File: src/rtl/bcd2bin_seq_if.sv
// rtl/bcd2bin_seq_if.sv - request/response bundle between the digit-entry side and bcd2bin_seq
//
// Purpose: groups the conversion handshake so the requester and the converter
// share one typed connection.
// Parameters: DIGITS (packed BCD digits), BIN_W (unsigned result width).
// Optional feature macro: BCD2BIN_SIGN_EN (adds sign_in, widens bin_out by one bit).
// Signals:
//   start    requester -> converter  request a conversion (taken only when idle)
//   bcd_in   requester -> converter  packed BCD operand, digit 0 in bits [3:0]
//   sign_in  requester -> converter  operand sign, BCD2BIN_SIGN_EN builds only
//   busy     converter -> requester  conversion in progress
//   done     converter -> requester  one-cycle result-valid pulse
//   bin_out  converter -> requester  binary result (two's complement when signed)
//   err      converter -> requester  operand contained a digit above 9
// Modports: master = requester side, slave = converter side.
interface bcd2bin_seq_if #(
  parameter int DIGITS = 4,
  parameter int BIN_W  = 14
);
`ifdef BCD2BIN_SIGN_EN
  localparam int OUT_W = BIN_W + 1;
`else
  localparam int OUT_W = BIN_W;
`endif

  logic                  start;
  logic [4*DIGITS-1:0]   bcd_in;
`ifdef BCD2BIN_SIGN_EN
  logic                  sign_in;
`endif
  logic                  busy;
  logic                  done;
  logic [OUT_W-1:0]      bin_out;
  logic                  err;

`ifdef BCD2BIN_SIGN_EN
  modport master (output start, bcd_in, sign_in, input busy, done, bin_out, err);
  modport slave  (input start, bcd_in, sign_in, output busy, done, bin_out, err);
`else
  modport master (output start, bcd_in, input busy, done, bin_out, err);
  modport slave  (input start, bcd_in, output busy, done, bin_out, err);
`endif

endinterface

File: src/rtl/bcd2bin_seq.sv
// rtl/bcd2bin_seq.sv - sequential BCD-to-binary converter (reverse double-dabble)
//
// Purpose: converts a packed BCD operand to binary, one right shift plus
// per-digit subtract-3 correction per cycle, then reports the result with a
// one-cycle done pulse.
// Parameters: DIGITS (packed BCD digits, default 4), BIN_W (result width, default 14).
// Optional feature macro: BCD2BIN_SIGN_EN (signed result, bin_out is BIN_W+1 bits).
// Ports:
//   clk    system clock, rising edge
//   reset  synchronous, active-high
//   bus    bcd2bin_seq_if.slave: start/bcd_in(/sign_in) in, busy/done/bin_out/err out

// One BCD digit correction cell: after a right shift a digit that was 10..19
// halved lands on 8..12 and must lose 3; 0..4 is already right. Other codes
// cannot come from valid input and are flushed to 0.
module cond_sub (
  input  logic [3:0] din,
  output logic [3:0] dout
);
  always_comb begin
    dout = 4'd0;
    if (din <= 4'd4) begin
      dout = din;
    end else if ((din >= 4'd8) && (din <= 4'd12)) begin
      dout = din - 4'd3;
    end
  end
endmodule

module bcd2bin_seq #(
  parameter int DIGITS = 4,
  parameter int BIN_W  = 14
) (
  input  logic          clk,
  input  logic          reset,
  bcd2bin_seq_if.slave  bus
);
  localparam int W     = 4 * DIGITS;
  localparam int CNT_W = (W > 2) ? $clog2(W) : 1;
  localparam logic [CNT_W-1:0] CNT_LAST = CNT_W'(W - 1);
`ifdef BCD2BIN_SIGN_EN
  localparam int OUT_W = BIN_W + 1;
`else
  localparam int OUT_W = BIN_W;
`endif

  typedef enum logic [1:0] {
    IDLE  = 2'd0,
    SHIFT = 2'd1,
    DONE  = 2'd2
  } state_t;

  state_t           state;
  state_t           state_next;

  logic [W-1:0]     bcd_reg;
  logic [W-1:0]     bin_reg;
  logic [CNT_W-1:0] cnt;
  logic             err_flag;     // operand rejected; reported at DONE
`ifdef BCD2BIN_SIGN_EN
  logic             sign_reg;
`endif

  logic             done_r;
  logic             err_r;
  logic [OUT_W-1:0] bin_r;

  logic [W-1:0]     bcd_shifted;
  logic [W-1:0]     bcd_fixed;
  logic [W-1:0]     bin_shifted;
  logic [OUT_W-1:0] result;

  logic             digit_bad;
  logic             load;
  logic             reject;
  logic             do_shift;
  logic             finish;

  // Any digit above 9 makes the operand unconvertible.
  always_comb begin
    digit_bad = 1'b0;
    for (int i = 0; i < DIGITS; i++) begin
      if (bus.bcd_in[4*i +: 4] > 4'd9) begin
        digit_bad = 1'b1;
      end
    end
  end

  // Right shift of {bcd_reg, bin_reg}: bcd LSB drops into the bin MSB.
  assign bcd_shifted = {1'b0, bcd_reg[W-1:1]};
  assign bin_shifted = {bcd_reg[0], bin_reg[W-1:1]};

  for (genvar d = 0; d < DIGITS; d++) begin : g_digit
    cond_sub u_cond_sub (
      .din  (bcd_shifted[4*d +: 4]),
      .dout (bcd_fixed[4*d +: 4])
    );
  end

  // Final value presented at DONE; a rejected operand always reports 0.
`ifdef BCD2BIN_SIGN_EN
  logic [OUT_W-1:0] mag;
  assign mag = {1'b0, bin_reg[BIN_W-1:0]};
  always_comb begin
    result = mag;
    if (err_flag) begin
      result = '0;
    end else if (sign_reg && (mag != '0)) begin
      result = -mag;
    end
  end
`else
  always_comb begin
    result = bin_reg[BIN_W-1:0];
    if (err_flag) begin
      result = '0;
    end
  end
`endif

  always_ff @(posedge clk) begin
    if (reset) begin
      state <= IDLE;
    end else begin
      state <= state_next;
    end
  end

  always_comb begin
    state_next = state;
    load       = 1'b0;
    reject     = 1'b0;
    do_shift   = 1'b0;
    finish     = 1'b0;
    case (state)
      IDLE: begin
        if (bus.start) begin
          if (digit_bad) begin
            reject     = 1'b1;
            state_next = DONE;
          end else begin
            load       = 1'b1;
            state_next = SHIFT;
          end
        end
      end
      SHIFT: begin
        do_shift = 1'b1;
        if (cnt == '0) begin
          state_next = DONE;
        end
      end
      DONE: begin
        finish     = 1'b1;
        state_next = IDLE;
      end
      default: begin
        state_next = IDLE;
      end
    endcase
  end

  always_ff @(posedge clk) begin
    if (reset) begin
      bcd_reg  <= '0;
      bin_reg  <= '0;
      cnt      <= '0;
      err_flag <= 1'b0;
`ifdef BCD2BIN_SIGN_EN
      sign_reg <= 1'b0;
`endif
      done_r   <= 1'b0;
      err_r    <= 1'b0;
      bin_r    <= '0;
    end else begin
      done_r <= 1'b0;
      if (load) begin
        bcd_reg  <= bus.bcd_in;
        bin_reg  <= '0;
        cnt      <= CNT_LAST;
        err_flag <= 1'b0;
`ifdef BCD2BIN_SIGN_EN
        sign_reg <= bus.sign_in;
`endif
      end
      if (reject) begin
        err_flag <= 1'b1;
`ifdef BCD2BIN_SIGN_EN
        sign_reg <= bus.sign_in;
`endif
      end
      if (do_shift) begin
        bcd_reg <= bcd_fixed;
        bin_reg <= bin_shifted;
        cnt     <= cnt - 1'b1;
      end
      if (finish) begin
        done_r <= 1'b1;
        err_r  <= err_flag;
        bin_r  <= result;
      end
    end
  end

  assign bus.busy    = (state != IDLE);
  assign bus.done    = done_r;
  assign bus.err     = err_r;
  assign bus.bin_out = bin_r;

endmodule

File: src/flat_wrapper.sv
// flat-port wrapper written by rule: the top's interface ports become plain ports
module bcd2bin_seq_flat 
#(
  parameter int DIGITS = 4,
  parameter int BIN_W  = 14
)
  (clk, reset, bus_start, bus_bcd_in, bus_busy, bus_done, bus_bin_out, bus_err);
  bcd2bin_seq_if #(.DIGITS(DIGITS), .BIN_W(BIN_W)) bus_i ();
  input  logic clk;
  input  logic reset;
  input wire logic [$bits(bus_i.start)-1:0] bus_start;
  input wire logic [$bits(bus_i.bcd_in)-1:0] bus_bcd_in;
  output wire logic [$bits(bus_i.busy)-1:0] bus_busy;
  output wire logic [$bits(bus_i.done)-1:0] bus_done;
  output wire logic [$bits(bus_i.bin_out)-1:0] bus_bin_out;
  output wire logic [$bits(bus_i.err)-1:0] bus_err;
  assign bus_i.start = bus_start;
  assign bus_i.bcd_in = bus_bcd_in;
  assign bus_busy = bus_i.busy;
  assign bus_done = bus_i.done;
  assign bus_bin_out = bus_i.bin_out;
  assign bus_err = bus_i.err;
  bcd2bin_seq #(.DIGITS(DIGITS), .BIN_W(BIN_W)) u_core (.clk(clk), .reset(reset), .bus(bus_i));
endmodule
File: config.mk
export PLATFORM = sky130hd
export DESIGN_NAME = bcd2bin_seq_flat
export DESIGN_NICKNAME = d
export VERILOG_FILES = /design/src/rtl/bcd2bin_seq_if.sv /design/src/rtl/bcd2bin_seq.sv /design/src/flat_wrapper.sv
export SDC_FILE = /design/constraint.sdc
export NUM_CORES = 1
export LEC_CHECK = 0
export CAP_MARGIN = 20
export CELL_PAD_IN_SITES_DETAIL_PLACEMENT = 1
export CELL_PAD_IN_SITES_GLOBAL_PLACEMENT = 2
export CORE_AREA = 10 10 103 105
export CTS_CLUSTER_SIZE = 40
export DETAILED_ROUTE_END_ITERATION = 16
export DIE_AREA = 0 0 113 115
export PLACE_DENSITY_LB_ADDON = 0.1
export SETUP_SLACK_MARGIN = 0.4
export SYNTH_ARGS = -nofsm -noshare
export SYNTH_HDL_FRONTEND = slang
export SYNTH_HIERARCHICAL = 1
export SYNTH_SLANG_ARGS = --single-unit
File: constraint.sdc
create_clock -name clk -period 1.8 [get_ports clk]
set_input_delay 0.27 -clock clk [delete_from_list [all_inputs] [get_ports clk]]
set_output_delay 0.27 -clock clk [all_outputs]
set_load 0.01 [all_outputs]
### Word level (Yosys, flattened, before mapping)

Index checks and enable logic that the tools add are counted.

* bits in registers: 55
* latch bits: 0
* RAM bits: 0
* ROM bits: 0
* word-level logic and storage cells: 77
* memories: 0

* $add $sub $neg: 5
* $mul: 0
* div/mod/pow operators: 0
* $lt $le $gt $ge: 16
* equal/unequal tests: 4
* shifts and indexed selects: 0
* muxes and demuxes: 34
* bitwise operators: 0
* reductions and logical operators: 10

Operators with widths (number)
* $mux 16: 4
* $mux 4: 10
* $gt 4x4->1 const B: 4
* $mux 1: 15
* $mux 14: 1
* $ge 4x4->1 const B: 3
* $le 4x3->1 const B: 3
* $le 4x4->1 const B: 3
* $sub 4x2->4 const B: 3
* $mux 2: 3
* $reduce_bool 2->1: 3
* $ge 3x4->1 const B: 1
* $le 3x4->1 const B: 1
* $logic_and 1x1->1: 4
* $logic_not 4->1: 1
* $pmux 2 s2: 1
* $sub 3x2->4 const B: 1
* $sub 4x1->4 const B: 1
* $le 3x3->1 const B: 1
* $eq 2x1->1 const B: 1
* $eq 2x2->1 const B: 1
* $logic_not 2->1: 1
* $ne 2x1->1 const B: 1
* $ne 2x2->1 const B: 1
* $reduce_and 2->1: 1

### Depth between registers and ports, before layout

Gate-level depths: netlist of run 1.

* word-level depth: 10
* mapped depth: 6
* mapped depth without buffers: 6

### Hierarchy

Netlist of run 1, hierarchy kept.

Modules (own cells, without submodules)
* bcd2bin_seq: times used 1, cells each 279, area each 2383.5 um^2, seq. area each 1101.1 um^2
* cond_sub: times used 4, cells each 14, area each 100.1 um^2, seq. area each 0.0 um^2

### Worst setup path after synthesis of run 1

Ideal clock, no wire load.

* path kind: register to register
* start point: register u_core.state[0]
* end point: register u_core.bcd_reg[11]
* setup time: 0.091 ns
* data arrival time: 1.157 ns
* required time: 1.709 ns
* path slack: 0.552 ns
* stages on the path, launching flop included: 7
* buffers on the path: 2
* clock period less this slack: 1.248 ns
* cells stage by stage: dfxtp_1 -> nor2_4 -> and2_1 -> buf_6 -> buf_6 -> nand3_2 -> a311oi_1

* longest elaborated chain between the ends: 3
* elaborated cells on any way between the ends: 6

Ends and longest elaborated chain
* start: declaration: line bcd2bin_seq.sv:53 `state_t state;`
* start signal: assignment: line bcd2bin_seq.sv:125 `state <= state_next;`
* $eq 2x1->1 or $logic_not 2->1 (tied branches): line bcd2bin_seq.sv:135 `case (state)`
* $mux 1: line bcd2bin_seq.sv:135
* $mux 16 or $reduce_bool 2->1 (tied branches)
* end signal: assignment: line bcd2bin_seq.sv:178 `bcd_reg <= bus.bcd_in;`
* end signal: assignment: line bcd2bin_seq.sv:193 `bcd_reg <= bcd_fixed;`
* end: declaration: line bcd2bin_seq.sv:56 `logic [W-1:0] bcd_reg;`

Parallel ways exist; a longest one is shown, timed or not.
A chain may end at the register's enable or synchronous reset.

### Worst setup path after layout of run 1

* start point: input bus_bcd_in[2]
* end point: register u_core.bcd_reg[2]

* longest elaborated chain between the ends: 9
* elaborated cells on any way between the ends: 11

Ends and longest elaborated chain
* start: declaration: line flat_wrapper.sv:12 `input wire logic [$bits(bus_i.bcd_in)-1:0] bus_bcd_in;`
* $gt 4x4->1: line bcd2bin_seq.sv:83 `if (bus.bcd_in[4*i +: 4] > 4'd9) begin`
* $mux 1 (4 in series): line bcd2bin_seq.sv:83
* $mux 1: line bcd2bin_seq.sv:138 `if (digit_bad) begin`
* $mux 1: line bcd2bin_seq.sv:137 `if (bus.start) begin`
* $mux 1: line bcd2bin_seq.sv:135
* $reduce_bool 2->1 (no line)

Parallel ways exist; a longest one is shown, timed or not. The select of a mux whose other input is x is not followed.

==> out/results.ini, run 1 <==
[setup_path]
critPathSlowestCell=and4_4
worstPathCellList=dlygate4sd2_1, o21ai_2, and4_4, bufbuf_16, a31oi_1, a211oi_1
slowest_delay_ns=0.27
crit_arrival_ns=1.56
worstPathRequired_ns=2.04
start_kind=input port
endpoint_kind=register
critical_path_class=in2reg
cp_max_fo=6

[yosys]
async_reset_ff_share_pct=0
yosys_warnings=6
synth_top_area_cell=dfxtp_1
synth.cell_area_um2=2784
synth_cells=335
netlist.area_leader.share_pct=39.55
synth_edf_count=0
ys_types=39
ys_seq_elements=55
yosys-top-cells-area=dfxtp_1 (40%), a21oi_1 (6.1%), nor2_1 (5.9%)
synth_top_flop_cell=dfxtp_1
avgSynthCellArea_um2=8.310
ys_seq_area_share_pct=39.55

[clock_tree]
clkLatencyLatePin_ns=0.33
clockBufferDepth=2
cts_made_buffers=5
cts-root-buf=clkbuf_8
clk_pin_slew_ns=0.12
h-tree-depth=2
cts_tree=built
cts_sinks=55
postCtsHoldBufs=0

[timing]
slew_viol_final=0
finalCriticalPeriod_ns=1.321
clock.fmax_mhz=756.9
hold_violations=0
tightest_slew_ns=0.6123
finalCritPeriodShare_pct=73.40
clock-skew-final_ns=0.01428
slew_headroom_pct=59.13
setup_viol_count_final=0
rsz0062_at_grt=yes
tns_ns=0

[final_layout]
final_cell_mix=dfxtp_1 (50), nor2_1 (43), a21oi_1 (34)
fillCellCount=1024
antenna_cells=0
finalNetCount=409
regArea_um2=1112
fin_area_um2=3588
drive_above_1_share_pct=16.75
stdcell_count=490
multi_input_area_um2=1538
layout_commonest_cell=dfxtp_1
area_growth_pct=28.90

[outcome]
outcome=complete, no violations

[floorplanning]
core_area_um2=8551
num_rows=34
die_h_um=115
initial_core_util_pct=32.56
die_area_um2=13000
chipWidth_um=113
ios=36

[detailed_routing]
vias_per_cell=5.076
vias=2487
drc=0
drt-total-wl_um=7913
ant_nets=0
first_pass_iters=4
first_iter_violations=106
wl_per_cell_um=16.15

[placed_design]
portBuffers=35
dp_cells=478
dpl_cell_area_um2=3374
place_hpwl_um=5426
gp_routability_congestion=0.7678

[pwr]
power.switching_uw=716.7
clkPwrFrac_pct=33.7
vdd_drop_max_mv=0.2986
power_leakage_uw=0.001401
seqPwrFrac_pct=50.4
power_frac_comb_pct=15.9
p_sw_share_pct=27.77
internal_power_uw=1864
power.density_nw_per_um2=719.2

[global_routing]
grt_pass1_vias=2562
gr-total-overflow=0
track_usage_pct=12.39
antenna_found_initial=0
grt_max_degree=33
grt_pass1_wl_um=13570

[min_path]
hp-class=in2reg

[job]
drv_cap=0

-- metal layers --
metal  vias to the layer above  share of wire (%)  global-route usage (%)
met5                         -                  0                       0
met4                         0                1.2                   3.553
met3                         7                3.6                   2.969
met2                        30                 45                   19.74
met1                      1189                 50                   16.26
li1                       1261                  -                       -
-- critical path: cells and delay by family --
kind / cells / cell delay (ns)
buffers and inverters: 2 / 0.52
AOI/OAI and AO/OA: 3 / 0.50
and+or+nand+nor: 1 / 0.27
-- power by group through the flow --
| stage | sequential, uW | combinational [uW] | clock [uW] |
|---|---|---|---|
| floorplan | 1310 | 235 | 0 |
| global placement | 1330 | 378 | 0 |
| detailed placement | 1330 | 382 | 0 |
| CTS | 1300 | 409 | 900 |
| global route | 1310 | 456 | 937 |
| finish | 1300 | 409 | 871 |
-- synth_stat cells (2+ instances only) --
cell	n
dfxtp_1	55
nor2_1	44
a21oi_1	34
nand2_1	23
o211ai_1	16
o21ai_0	16
clkbuf_1	15
nor3b_1	14
a211oi_1	12
a31oi_1	12
inv_1	11
ha_1	9
mux2i_1	9
buf_2	8
nand2b_1	6
nor2b_1	6
xnor2_1	5
a21boi_0	4
a311oi_1	4
nand3_2	4
nand3b_1	4
o21ai_1	4
buf_6	3
nor3_1	2
-- worst paths after layout --
path                                  startpoint                            endpoint  slack [ns]  cells after the start
setup / recovery                   bus_bcd_in[2]      u_core/bcd_reg[2]$_SDFFE_PP0P_        0.48                      6
hold / removal                             reset  u_core/bus.bin_out[8]$_SDFFE_PP0P_        0.30                      2
setup reg to reg    u_core/state[0]$_SDFFE_PP0P_      u_core/bcd_reg[7]$_SDFFE_PP0P_        0.49                      5
hold reg to reg   u_core/bin_reg[5]$_SDFFE_PP0P_      u_core/bin_reg[4]$_SDFFE_PP0P_        0.47                      2
-- cell families after synthesis --
logic type	after synthesis	synth area share, %
compound gates	105	23.24
xor+xnor	6	1.888
fa+ha+maj	9	4.045
buf+inv	40	7.281
flops	55	39.55
mux	9	3.236
other cells	1	0.1347
simple gates	110	20.63
-- what timing repair did --
item                                    CTS  global route
pin swaps                                 9             7
resized for setup                        46             9
cloned                                    2             0
endpoints found under the setup margin   53            17
buffers inserted                          1             1
-- stage by stage --
| step | hold WS (ns) | setup WS (ns) | utilization, % | power [uW] |
|---|---|---|---|---|
| after floorplan | 0.4276 | 0.5517 | - | 1542 |
| after global placement | 0.4481 | -0.03692 | 39.46 | 1707 |
| after detailed placement | 0.4588 | -0.06784 | 39.46 | 1712 |
| after CTS | 0.3048 | 0.3715 | 41.78 | 2610 |
| after global routing | 0.3096 | 0.3430 | 41.97 | 2702 |
| final | 0.3033 | 0.4787 | 41.97 | 2581 |
-- area by class of cell --
type	count	area share (%)
Tap cell	108	3.766
Multi-Input combinational cell	243	42.85
Clock buffer	5	1.918
Sequential cell	55	31.00
Inverter	11	1.151
Timing Repair Buffer	65	18.03
Clock inverter	3	1.290
Note: power is estimated with default switching activity, not from simulation.
==> run 2: changes to the inputs <==
CORE_AREA = 10 10 108 110   (was 10 10 103 105)
DIE_AREA = 0 0 118 120   (was 0 0 113 115)
clock period = 1.1 ns   (was 1.8 ns; I/O delays follow)
==> out/results.ini, run 2 (synthesis gave the netlist of run 1 again) <==
[outcome]
outcome=complete, but fails checks
violations=negative setup slack

[pwr]
clkPwrFrac_pct=28.1  ; -5.6 points
internal_power_uw=3070  ; +65%
power_frac_comb_pct=24.9  ; +9.0 points
power.density_nw_per_um2=1016  ; +41%
vdd_drop_max_mv=0.6562  ; +120%
p_sw_share_pct=31.65  ; +3.9 points
seqPwrFrac_pct=46.9  ; -3.5 points
power.switching_uw=1422  ; +98%
power_leakage_uw=0.001639  ; +17%

[detailed_routing]
wl_per_cell_um=18.16  ; +12%
vias_per_cell=4.989  ; -1.7%
first_iter_violations=90  ; -15%
first_pass_iters=4  ; unchanged
ant_nets=0  ; unchanged
vias=2734  ; +9.9%
drc=0  ; unchanged
drt-total-wl_um=9954  ; +26%

[setup_path]
cp_max_fo=8  ; +2
critical_path_class=reg2reg
endpoint_kind=register
start_kind=register
worstPathRequired_ns=1.32  ; -0.72 ns
crit_arrival_ns=1.50  ; -0.06 ns

[final_layout]
layout_commonest_cell=nor2_1
final_cell_mix=nor2_1 (42), a21oi_1 (32), buf_4 (32)
finalNetCount=442  ; +8.1%
drive_above_1_share_pct=46.02  ; +29 points
antenna_cells=0  ; unchanged
post-route-util_pct=46.32  ; +4.4 points
area_growth_pct=58.88
fin_area_um2=4423  ; +23%
fillCellCount=1084  ; +5.9%
regArea_um2=1149  ; +3.3%
multi_input_area_um2=1881  ; +22%

[global_routing]
antenna_found_initial=0  ; unchanged
grt_pass1_vias=3036  ; +19%
use_met3_pct=2.954  ; -0.015 points
busiest_layer=met2
grt_max_degree=35  ; +6.1%
met2_usage_pct=23.63  ; +3.9 points
grt_pass1_wl_um=15940  ; +18%
track_usage_pct=13.63  ; +1.2 points
gr-total-overflow=0  ; unchanged
grtUsageMet1_pct=16.82  ; +0.56 points

[floorplanning]
die_h_um=120  ; +4.3%
die_area_um2=14160  ; +9.0%
ios=36  ; unchanged
num_rows=36  ; +5.9%
core_area_um2=9549  ; +12%
initial_core_util_pct=29.15  ; -3.4 points
chipWidth_um=118  ; +4.4%

[placed_design]
gp_routability_congestion=0.7451  ; -3.0%
portBuffers=35  ; unchanged
dp_slack_ns=-0.5673  ; -0.4994 ns
dpl_cell_area_um2=3597  ; +6.6%
place_hpwl_um=5659  ; +4.3%

[timing]
clock.fmax_mhz=779.5
finalCritPeriodShare_pct=116.6
final.setup.worst_slack_ns=-0.1828  ; -0.6616 ns
hold_violations=0  ; unchanged
finalCriticalPeriod_ns=1.283
setup_viol_count_final=54  ; +54
clock-skew-final_ns=0.007499  ; -0.006779 ns
rsz0062_at_grt=yes
fin_hold_ws_ns=0.2127  ; -0.09063 ns
slew_viol_final=0  ; unchanged

[job]
drv_cap=0  ; unchanged

[clock_tree]
clkLatencyLatePin_ns=0.32  ; about the same
h-tree-depth=2  ; unchanged
clockBufferDepth=2  ; unchanged
cts-root-buf=clkbuf_8
cts_made_buffers=5  ; unchanged
clk_pin_slew_ns=0.12  ; about the same
cts_tree=built
cts_sinks=55  ; unchanged

[min_path]
hp-class=in2reg

[run 2: cell count changes in the layout (fill, tap and decap cells not counted), sizes merged]
cell	previous run	this run
clkdlybuf4s50	5	4
inv	12	14
buf	29	83
dlygate4sd2	28	1
clkdlybuf4s15	0	3
clkinvlp	1	0
and2	1	4
bufinv	1	0
bufbuf	2	1
clkbuf	6	8
[run 2: worst max-delay path, stage by stage (launching register included)]
cell      delay [ns]
dfxtp_4         0.38
nor2_4          0.13
buf_6           0.12
nand2_8         0.10
buf_12          0.20
o211ai_1        0.17
a21oi_1         0.09
[run 2: through the flow]
| step | instances | power, uW | TNS [ns] |
|---|---|---|---|
| 3_3_place_gp | 517 | 2893 | -20.30 |
| 3_5_place_dp | 517 | 2901 | -21.02 |
| 2_1_floorplan | 338 | 2587 | -0.4916 |
| 5_1_grt | 548 | 4732 | -9.444 |
| 4_1_cts | 540 | 4401 | -6.787 |
| 6_report | 548 | 4492 | -6.067 |
[run 2: cell type report]
class | instances | share of cell area [%]
clock inverters | 3 | 0.5941
inverters | 11 | 0.9335
repair buffers | 95 | 24.67
well taps | 133 | 3.762
flip-flops and latches | 55 | 25.97
clock buffers | 5 | 1.556
multi-input cells | 246 | 42.52
[run 2: final timing paths]
kind	startpoint	endpoint	depth (start not counted)	slack [ns]
max	u_core/state[1]$_SDFFE_PP0P_	u_core/bin_reg[1]$_SDFFE_PP0P_	6	-0.18
min	reset	u_core/bin_reg[15]$_SDFFE_PP0P_	2	0.21
max reg2reg	u_core/state[1]$_SDFFE_PP0P_	u_core/bin_reg[1]$_SDFFE_PP0P_	6	-0.18
min reg2reg	u_core/bin_reg[10]$_SDFFE_PP0P_	u_core/bin_reg[9]$_SDFFE_PP0P_	2	0.47
[run 2: metal layers]
| metal | share of wire (%) | routed length, um |
|---|---|---|
| met1 | 45 | 4516 |
| met2 | 51 | 5062 |
| met3 | 3.1 | 307 |
| met4 | 0.68 | 68 |
| met5 | 0 | 0 |
[run 2: power by group through the flow]
stage / Combinational, uW / Clock, uW / Sequential (uW)
2_1_floorplan: 444 / 0 / 2140
3_3_place_gp: 739 / 0 / 2150
3_5_place_dp: 745 / 0 / 2160
4_1_cts: 973 / 1320 / 2110
5_1_grt: 1200 / 1410 / 2120
6_report: 1120 / 1260 / 2110
[run 2: what timing repair did]
item	CTS	global route
pin swaps	46	21
gates cloned	9	5
hold buffers	0	0
endpoints found under the hold margin	0	0
setup endpoints to repair	72	72
resized for setup	193	54
setup buffers	6	3
==> run 3: changes to the inputs <==
SKIP_LAST_GASP = 1   (was not set)
==> out/results.ini, run 3 (synthesis gave the netlist of run 1 again) <==
[timing]
slew_viol_final=0  ; unchanged
setup_viol_count_final=54  ; unchanged
final.setup.worst_slack_ns=-0.2222  ; -0.03941 ns
clock-skew-final_ns=0.006745  ; -0.0007540 ns
finalCriticalPeriod_ns=1.322  ; +0.03941 ns
hold_violations=0  ; unchanged
rsz0062_at_grt=yes
clock.fmax_mhz=756.3  ; -3.0%
finalCritPeriodShare_pct=120.2  ; +3.6 points

[detailed_routing]
first_pass_iters=4  ; unchanged
first_iter_violations=92  ; +2.2%
vias_per_cell=4.925  ; -1.3%
drt-total-wl_um=9780  ; -1.7%
vias=2704  ; -1.1%
drc=0  ; unchanged
wl_per_cell_um=17.81  ; -1.9%
ant_nets=0  ; unchanged

[global_routing]
grt_pass1_vias=3034  ; -0.066%
gr-total-overflow=0  ; unchanged
track_usage_pct=13.58  ; -0.049 points
grt_max_degree=35  ; unchanged
grt_pass1_wl_um=15930  ; about the same
antenna_found_initial=0  ; unchanged

[final_layout]
layout_commonest_cell=nor2_1
area_growth_pct=55.64
finalNetCount=443  ; +0.23%
antenna_cells=0  ; unchanged
post-route-util_pct=45.37  ; -0.94 points
final_cell_mix=nor2_1 (42), buf_4 (33), a21oi_1 (32)
fillCellCount=1103  ; +1.8%
drive_above_1_share_pct=44.47  ; -1.6 points

[clock_tree]
clk_pin_slew_ns=0.11  ; about the same
clockBufferDepth=2  ; unchanged
clkLatencyLatePin_ns=0.32  ; about the same
h-tree-depth=2  ; unchanged
cts_made_buffers=5  ; unchanged
cts_sinks=55  ; unchanged
cts_tree=built
cts-root-buf=clkbuf_8

[setup_path]
crit_arrival_ns=1.54  ; +0.04 ns
start_kind=register
crit_family=flip-flops
endpoint_kind=register
critical_path_class=reg2reg
critPathSlowestCell=dfxtp_4
cp_num_buf_inv=2  ; unchanged
worstPathCellList=nor2_4, buf_6, nand2_8, buf_16, o21ai_0, a211oi_1
slowest_delay_ns=0.38  ; about the same
worstPathRequired_ns=1.31  ; about the same
cp_max_fo=9  ; +1

[pwr]
power.switching_uw=1390  ; -2.2%
vdd_drop_max_mv=0.6551  ; -0.17%
internal_power_uw=3059  ; -0.36%
power_leakage_uw=0.001630  ; -0.53%
p_sw_share_pct=31.25  ; -0.41 points
power.density_nw_per_um2=1027  ; +1.1%
clkPwrFrac_pct=28.4  ; +0.3 points
power_frac_comb_pct=24.2  ; -0.7 points
seqPwrFrac_pct=47.4  ; +0.5 points

[placed_design]
place_hpwl_um=5659  ; unchanged
gp_routability_congestion=0.7451  ; unchanged
dp_slack_ns=-0.5673  ; unchanged
portBuffers=35  ; unchanged

[floorplanning]
initial_core_util_pct=29.15  ; unchanged
chipWidth_um=118  ; unchanged
die_area_um2=14160  ; unchanged
die_h_um=120  ; unchanged
core_area_um2=9549  ; unchanged
num_rows=36  ; unchanged
ios=36  ; unchanged

[outcome]
violations=negative setup slack
outcome=complete, but fails checks

[min_path]
hp-class=in2reg

[job]
drv_cap=0  ; unchanged

run 3: cell types whose count changed in the layout (fill, tap and decap cells not counted), sizes merged:
cell	previous run	this run
clkbuf	8	11
clkdlybuf4s15	3	0
buf	83	84
run 3: repair_timing:
item / 4_1_cts / 5_1_grt
setup endpoints to repair: 72 / 72
hold endpoints to repair: 0 / 0
resized for setup: 183 / 47
hold buffers: 0 / 0
pin swaps: 43 / 19
setup buffers: 6 / 4
cloned: 9 / 5
run 3: final cells by class:
type,count,area [um2],area share [%]
Timing Repair Buffer,96,1084,25.01
Clock inverter,3,26.28,0.6064
Sequential cell,55,1146,26.45
Inverter,11,41.29,0.9529
Multi-Input combinational cell,246,1800,41.55
Tap cell,133,166.4,3.841
Clock buffer,5,68.82,1.588
run 3: stage by stage:
step,power [uW],std cells,cell area (um2),TNS [ns],hold WS (ns)
after global placement,2893,517,3597,-20.30,0.4527
final,4449,549,4333,-6.418,0.2108
after CTS,4393,540,4033,-7.015,0.2055
after global routing,4690,549,4333,-9.989,0.2317
after floorplan,2587,338,2940,-0.4916,0.3257
after detailed placement,2901,517,3597,-21.02,0.4647
run 3: worst paths after layout:
kind	start	endpoint	slack, ns	depth (start not counted)
worst max-delay path	u_core/state[1]$_SDFFE_PP0P_	u_core/bcd_reg[10]$_SDFFE_PP0P_	-0.22	6
worst min-delay path	reset	u_core/bin_reg[15]$_SDFFE_PP0P_	0.21	2
worst max register to register	u_core/state[1]$_SDFFE_PP0P_	u_core/bcd_reg[10]$_SDFFE_PP0P_	-0.22	6
worst min register to register	u_core/bin_reg[9]$_SDFFE_PP0P_	u_core/bin_reg[8]$_SDFFE_PP0P_	0.47	2
run 3: power by group through the flow:
| stage | logic, uW | registers, uW | clock network [uW] |
|---|---|---|---|
| final | 1080 | 2110 | 1260 |
| after CTS | 966 | 2110 | 1320 |
| after global placement | 739 | 2150 | 0 |
| after detailed placement | 745 | 2160 | 0 |
| after global routing | 1160 | 2120 | 1410 |
| after floorplan | 444 | 2140 | 0 |
run 3: layer usage:
layer	GRT usage, %	wire [um]
met1	16.88	4520
met2	23.31	4944
met3	3.000	247
met4	3.400	68
met5	0	0
